--- src/rtl/pipeline_stage_ctrl.sv ---
// Front-end pipeline control: owns PC, IF/ID and ID/EX registers and applies
// flush/stall requests (flush > stall > advance), with event counters and a stall watchdog.
module pipeline_stage_ctrl #(
    parameter logic [31:0] RESET_PC  = 32'h0000_0000,
    parameter int          CTRL_W    = 16,
    parameter int          COUNT_W   = 16,
    parameter int          MAX_STALL = 8
) (
    input  logic              clk,
    input  logic              rst,
    input  logic              stall,
    input  logic              flush,
    input  logic [31:0]       branch_target,
    input  logic [31:0]       imem_instr,
    input  logic [CTRL_W-1:0] id_ctrl,
    output logic [31:0]       pc,
    output logic [31:0]       if_id_instr,
    output logic [31:0]       if_id_pc,
    output logic              if_id_valid,
    output logic [31:0]       id_ex_instr,
    output logic [CTRL_W-1:0] id_ex_ctrl,
    output logic              id_ex_valid,
    output logic [COUNT_W-1:0] stall_count,
    output logic [COUNT_W-1:0] flush_count,
    output logic              stall_timeout,
    output logic [1:0]        state
);

    localparam int              CS_W     = $clog2(MAX_STALL + 1);
    localparam logic [CS_W-1:0] CS_MAX   = CS_W'(MAX_STALL);
    localparam logic [31:0]     NOP      = 32'h0000_0013;
    localparam logic [1:0]      RUN      = 2'b00;
    localparam logic [1:0]      STALL    = 2'b01;
    localparam logic [1:0]      REDIRECT = 2'b10;

    logic [CS_W-1:0] stall_run;
    logic [CS_W-1:0] stall_run_next;
    logic [31:0]     redirect_pc;

    function automatic logic [COUNT_W-1:0] sat_inc_count(input logic [COUNT_W-1:0] v);
        return (&v) ? v : v + COUNT_W'(1);
    endfunction

    function automatic logic [CS_W-1:0] sat_inc_run(input logic [CS_W-1:0] v);
        return (v >= CS_MAX) ? v : v + CS_W'(1);
    endfunction

    // Targets are word aligned; the low two bits of the request are dropped.
    assign redirect_pc    = branch_target & 32'hFFFF_FFFC;
    assign stall_run_next = sat_inc_run(stall_run);

    always_ff @(posedge clk) begin
        if (rst) begin
            pc            <= RESET_PC;
            if_id_instr   <= NOP;
            if_id_pc      <= '0;
            if_id_valid   <= 1'b0;
            id_ex_instr   <= NOP;
            id_ex_ctrl    <= '0;
            id_ex_valid   <= 1'b0;
            stall_count   <= '0;
            flush_count   <= '0;
            stall_timeout <= 1'b0;
            stall_run     <= '0;
            state         <= RUN;
        end else if (flush) begin
            pc          <= redirect_pc;
            if_id_instr <= NOP;
            if_id_pc    <= '0;
            if_id_valid <= 1'b0;
            id_ex_instr <= NOP;
            id_ex_ctrl  <= '0;
            id_ex_valid <= 1'b0;
            flush_count <= sat_inc_count(flush_count);
            stall_run   <= '0;
            state       <= REDIRECT;
        end else if (stall) begin
            // PC and IF/ID hold; a bubble goes down into ID/EX.
            id_ex_instr <= NOP;
            id_ex_ctrl  <= '0;
            id_ex_valid <= 1'b0;
            stall_count <= sat_inc_count(stall_count);
            stall_run   <= stall_run_next;
            if (stall_run_next >= CS_MAX) begin
                stall_timeout <= 1'b1;
            end
            state <= STALL;
        end else begin
            pc          <= pc + 32'd4;
            if_id_instr <= imem_instr;
            if_id_pc    <= pc;
            if_id_valid <= 1'b1;
            id_ex_instr <= if_id_instr;
            id_ex_ctrl  <= if_id_valid ? id_ctrl : '0;
            id_ex_valid <= if_id_valid;
            stall_run   <= '0;
            state       <= RUN;
        end
    end

endmodule

--- config.mk ---
export PLATFORM = sky130hd
export DESIGN_NAME = pipeline_stage_ctrl
export DESIGN_NICKNAME = d
export VERILOG_FILES = /design/src/rtl/pipeline_stage_ctrl.sv
export SDC_FILE = /design/constraint.sdc
export NUM_CORES = 1
export LEC_CHECK = 0
export CORE_MARGIN = 1.5
export CORE_UTILIZATION = 40
export DETAILED_ROUTE_END_ITERATION = 10
export PLACE_DENSITY = 0.76
export SYNTH_ARGS = -nofsm -noshare
export SYNTH_HDL_FRONTEND = slang
export SYNTH_SLANG_ARGS = --single-unit
--- constraint.sdc ---
create_clock -name clk -period 2 [get_ports clk]
set_input_delay 0.6 -clock clk [delete_from_list [all_inputs] [get_ports clk]]
set_output_delay 0.6 -clock clk [all_outputs]
set_load 0.02 [all_outputs]
==> results <==
- Across all register-to-register paths, the minimum setup slack is approximately 40 ps.
- The detail route stage leaves a number of antenna-violating nets equal to 0.
- The number of placement rows is between 40 and 50.
- For the final database, setup skew stands at 8.74 ps.
- The data required time of the critical path is ~1400 ps.
- The total congestion overflow after global routing is 0.
- The data arrival time of the critical path is 1370 ps.
- The run finished with clean final reports.
- Among all flip-flop cells after synthesis, the most frequent one is sky130_fd_sc_hd__dfxtp_1.
- The number of max-cap violations is 0.
- The via count of the first global-routing pass was approximately 6400.
- Relative to the synthesized area, the layout overhead comes to 53.2%.
- Wires add up to about 22000 um.
- The number of setup violations in the final report is 0.
- The startpoint identified for the worst hold timing path is if_id_instr[4]$_SDFFE_PP1N_.
- CTS saw approximately 180 sinks.
- Synthesis handed over a netlist of 767 instances.
- The repair_antennas step left the layout with diodes totalling 0.
- The overall die height is about 140 um.
- The clock passes through at most 2 buffers.
- In this run, synthesis produced a sequential element count of between 150 and 200.
- The mean cell area of the mapped netlist is between 9 and 10 um^2.
- In this run the power density over the cells is just over 700 nW/um^2.
- The net total in the final layout is roughly 1200.
- For the finished layout, the period the worst path requires is slightly below 2000 ps.
- The die area is ~19000 um^2.
- After routing, the total negative slack on setup checks comes to 0 ps.
- The H-tree generated during clock tree synthesis spans 4 levels.
- The number of antenna violations at the first check in global routing came to 0.
- Pin placement for this block handled ~270 I/O pins.
- For the worst-skew pair, the clock arrives at the later sink with an insertion delay of approximately 430 ps.
- On the worst path, the slowest cell contributes a delay of approximately 640 ps.
- For this configuration, the core starts out at a cell density of 40.8%.
- The worst path uses a little over nine tenths of the clock period.
- The utilization after layout is between 60% and 70%.
- The proportion of layout cells with a drive suffix above 1 is between 10 and 15%.
- Leaving out fill and tap cells, the most frequent cells in the layout are sky130_fd_sc_hd__dfxtp_1 (172), sky130_fd_sc_hd__clkdlybuf4s50_1 (130), sky130_fd_sc_hd__nor2_1 (103), sky130_fd_sc_hd__dlygate4sd2_1 (102), sky130_fd_sc_hd__buf_4 (71).
- The critical path goes through clkdlybuf4s50_1.
- The filler cell count in the final layout is 1570.
- The routed layout has 6853 vias.
- The count of final max-slew check failures was 0.
- At the end of routability-driven placement, the weighted congestion stood at between 0.8 and 0.9.
- In this run, synthesis inferred 0 flip-flops with an integrated enable.
- The number of search-and-repair iterations in the first detailed-routing pass is 4.
- Setup repair after global routing could not meet its margin everywhere.
- The setup path with the least slack is of type reg2out.
- The number of warnings reported in the yosys synthesis log is 0.
- Sequential cells were found to cover approximately 49% of the synthesized design area.
- The wire length of the first global-routing pass is ~34000 um.
- The library cell used most frequently in the layout, excluding fill and tap cells, is sky130_fd_sc_hd__dfxtp_1.
- The chip width is around 140 um.
- The critical-path cell with the highest stage delay is sky130_fd_sc_hd__clkdlybuf4s50_1.
- Before CTS, the worst setup slack after placement is -466 ps.
- The post-layout total power is ~8 mW.
- The startpoint of the lowest-slack register-to-register path is pc[2]$_SDFFE_PP0N_.
- In this run the worst setup path begins at id_ex_instr[31]$_SDFF_PP0_.
- In this run the static leakage power is 5.19 nW.
- The detailed placement HPWL is 15900 um.
- The overall track demand over capacity in global routing is between 20 and 25%.
- The number of buffers and inverters on the critical path is 1.
- Counting distinct cell types in the post-synthesis netlist gives 63.
- The final number of hold-violating endpoints is 0.
- The via count normalized by instance count is around 5.2.
- The path type of the worst min-delay path is reg2reg.
- The quantity of I/O buffers inserted on ports is 258.
- The worst path setup slack after routing is approximately 28 ps.
- The starting DRC count in detailed routing is 308.
- Buffers inserted during clock tree synthesis total 17.
- Of all flip-flops after synthesis, the portion carrying an async set or reset was 0%.
- In this design, the largest share of critical-path delay is due to buffers and inverters.
- The clock tree from TritonCTS is yes.
- Entering global routing, the biggest net connects 49 pins.
- The per-cell routed wire length is ~16 um.
- The number of design rule violations left after detail routing is 0.
- STA classifies the critical path endpoint as an output port.
- The standard cell core area is roughly 18000 um^2.
- Once layout is done, the placed cells without fillers occupy between 10000 and 15000 um^2.
- Of all nets on the critical path, the largest fanout is 1.
- For this run, the top clock speed supported by timing is between 500 and 600 MHz.
- The critical path startpoint category is a flip-flop.
- After detailed placement, the total cell area comes to around 11000 um^2.
- IR analysis of the VDD net gives a maximum drop of ~570 uV.
- The tree is rooted in a sky130_fd_sc_hd__clkbuf_16.
- Clock-pin slew was measured on the worst setup and hold paths at 70 ps.
- The area of the mapped netlist is 7320 um^2.
==> per-layer routing <==
layer / share of wire, % / up-vias / track usage, %
met1: 42 / 3230 / 26.6
met3: 5.8 / 29 / 4.92
met4: 1.8 / 0 / 7.37
met5: 0 / - / 0
met2: 51 / 242 / 39.7
li1: - / 3352 / -
==> timing repair <==
action,CTS,global route
hold buffers,0,0
setup buffers,0,1
setup endpoints to repair,104,29
resized for setup,103,38
pin swaps,1,1
==> layout make-up <==
type	instances	area (um^2)	share of cell area (%)
flip-flops and latches	181	3640	32.5
multi-input cells	523	3460	30.9
repair buffers	333	3130	27.9
clock buffers	18	439	3.92
clock inverters	14	179	1.60
well taps	229	287	2.56
inverters	19	71.3	0.636
==> sequential cells by signal, indices dropped and copies added (netlist names), named ones only <==
name,count
id_ex_instr,32
if_id_instr,32
if_id_pc,30
pc,30
flush_count,16
id_ex_ctrl,16
stall_count,16
stall_run,2
state,2
id_ex_valid,1
if_id_valid,1
stall_timeout,1
==> metrics by stage <==
| stage | hold slack [ps] | instances |
|---|---|---|
| CTS | 470 | 1316 |
| global route | 491 | 1317 |
| floorplan | 485 | 770 |
| detailed placement | 458 | 1284 |
| finish | 461 | 1317 |
| global placement | 444 | 1284 |
==> synth_stat cells, types with 9 or more instances <==
cell                       count  area share [%]
sky130_fd_sc_hd__a211oi_1      9            0.92
sky130_fd_sc_hd__a21oi_1      28             1.9
sky130_fd_sc_hd__and2_1       33             2.8
sky130_fd_sc_hd__and3_1       26             2.2
sky130_fd_sc_hd__clkbuf_1     29             1.5
sky130_fd_sc_hd__dfxtp_1     181              49
sky130_fd_sc_hd__inv_1        18            0.92
sky130_fd_sc_hd__mux2i_1      64             8.8
sky130_fd_sc_hd__nand2_1      33             1.7
sky130_fd_sc_hd__nand2b_1      9            0.77
sky130_fd_sc_hd__nand3_1      22             1.5
sky130_fd_sc_hd__nand4_1      22             1.9
sky130_fd_sc_hd__nor2_1      103             5.3
sky130_fd_sc_hd__nor2b_1      12             1.0
sky130_fd_sc_hd__nor4_1       12             1.0
sky130_fd_sc_hd__o21ai_0      11            0.75
sky130_fd_sc_hd__o31ai_1      14             1.4
sky130_fd_sc_hd__or3_1        10            0.85
sky130_fd_sc_hd__or4_1        13             1.3
sky130_fd_sc_hd__xnor2_1      10             1.2
==> worst register-to-register path, delay by kind of cell (launching register included) <==
kind	cells	cell delay [ps]
adder cells (fa/ha/maj)	1	190
AND/OR/NAND/NOR	3	1090
flip-flops	1	350
AO/OA/AOI/OAI	1	250
==> kinds of logic after synthesis <==
kind of cell	synth area share [%]
muxes	9.98
AOI/OAI and AO/OA	9.83
DFF	49.5
other	0.0512
and+or+nand+nor	23.7
adders and majority gates	0.855
buffers and inverters	4.32
xor gates and xnor gates	1.79
==> power by group <==
part           internal (mW)  leakage [nW]  switching [mW]
clock network           1.84         0.304            1.63
logic                  0.437          3.41           0.441
registers               3.69          1.47          0.0877
total                   5.98          5.19            2.16
==> worst paths after layout <==
kind,endpoint,depth (start not counted)
hold / removal,id_ex_instr[4]$_SDFF_PP1_,1
setup reg to reg,pc[22]$_SDFFE_PP0N_,5
hold reg to reg,id_ex_instr[4]$_SDFF_PP1_,1
setup / recovery,id_ex_instr[31],1
(Power assumes the default switching activity.)
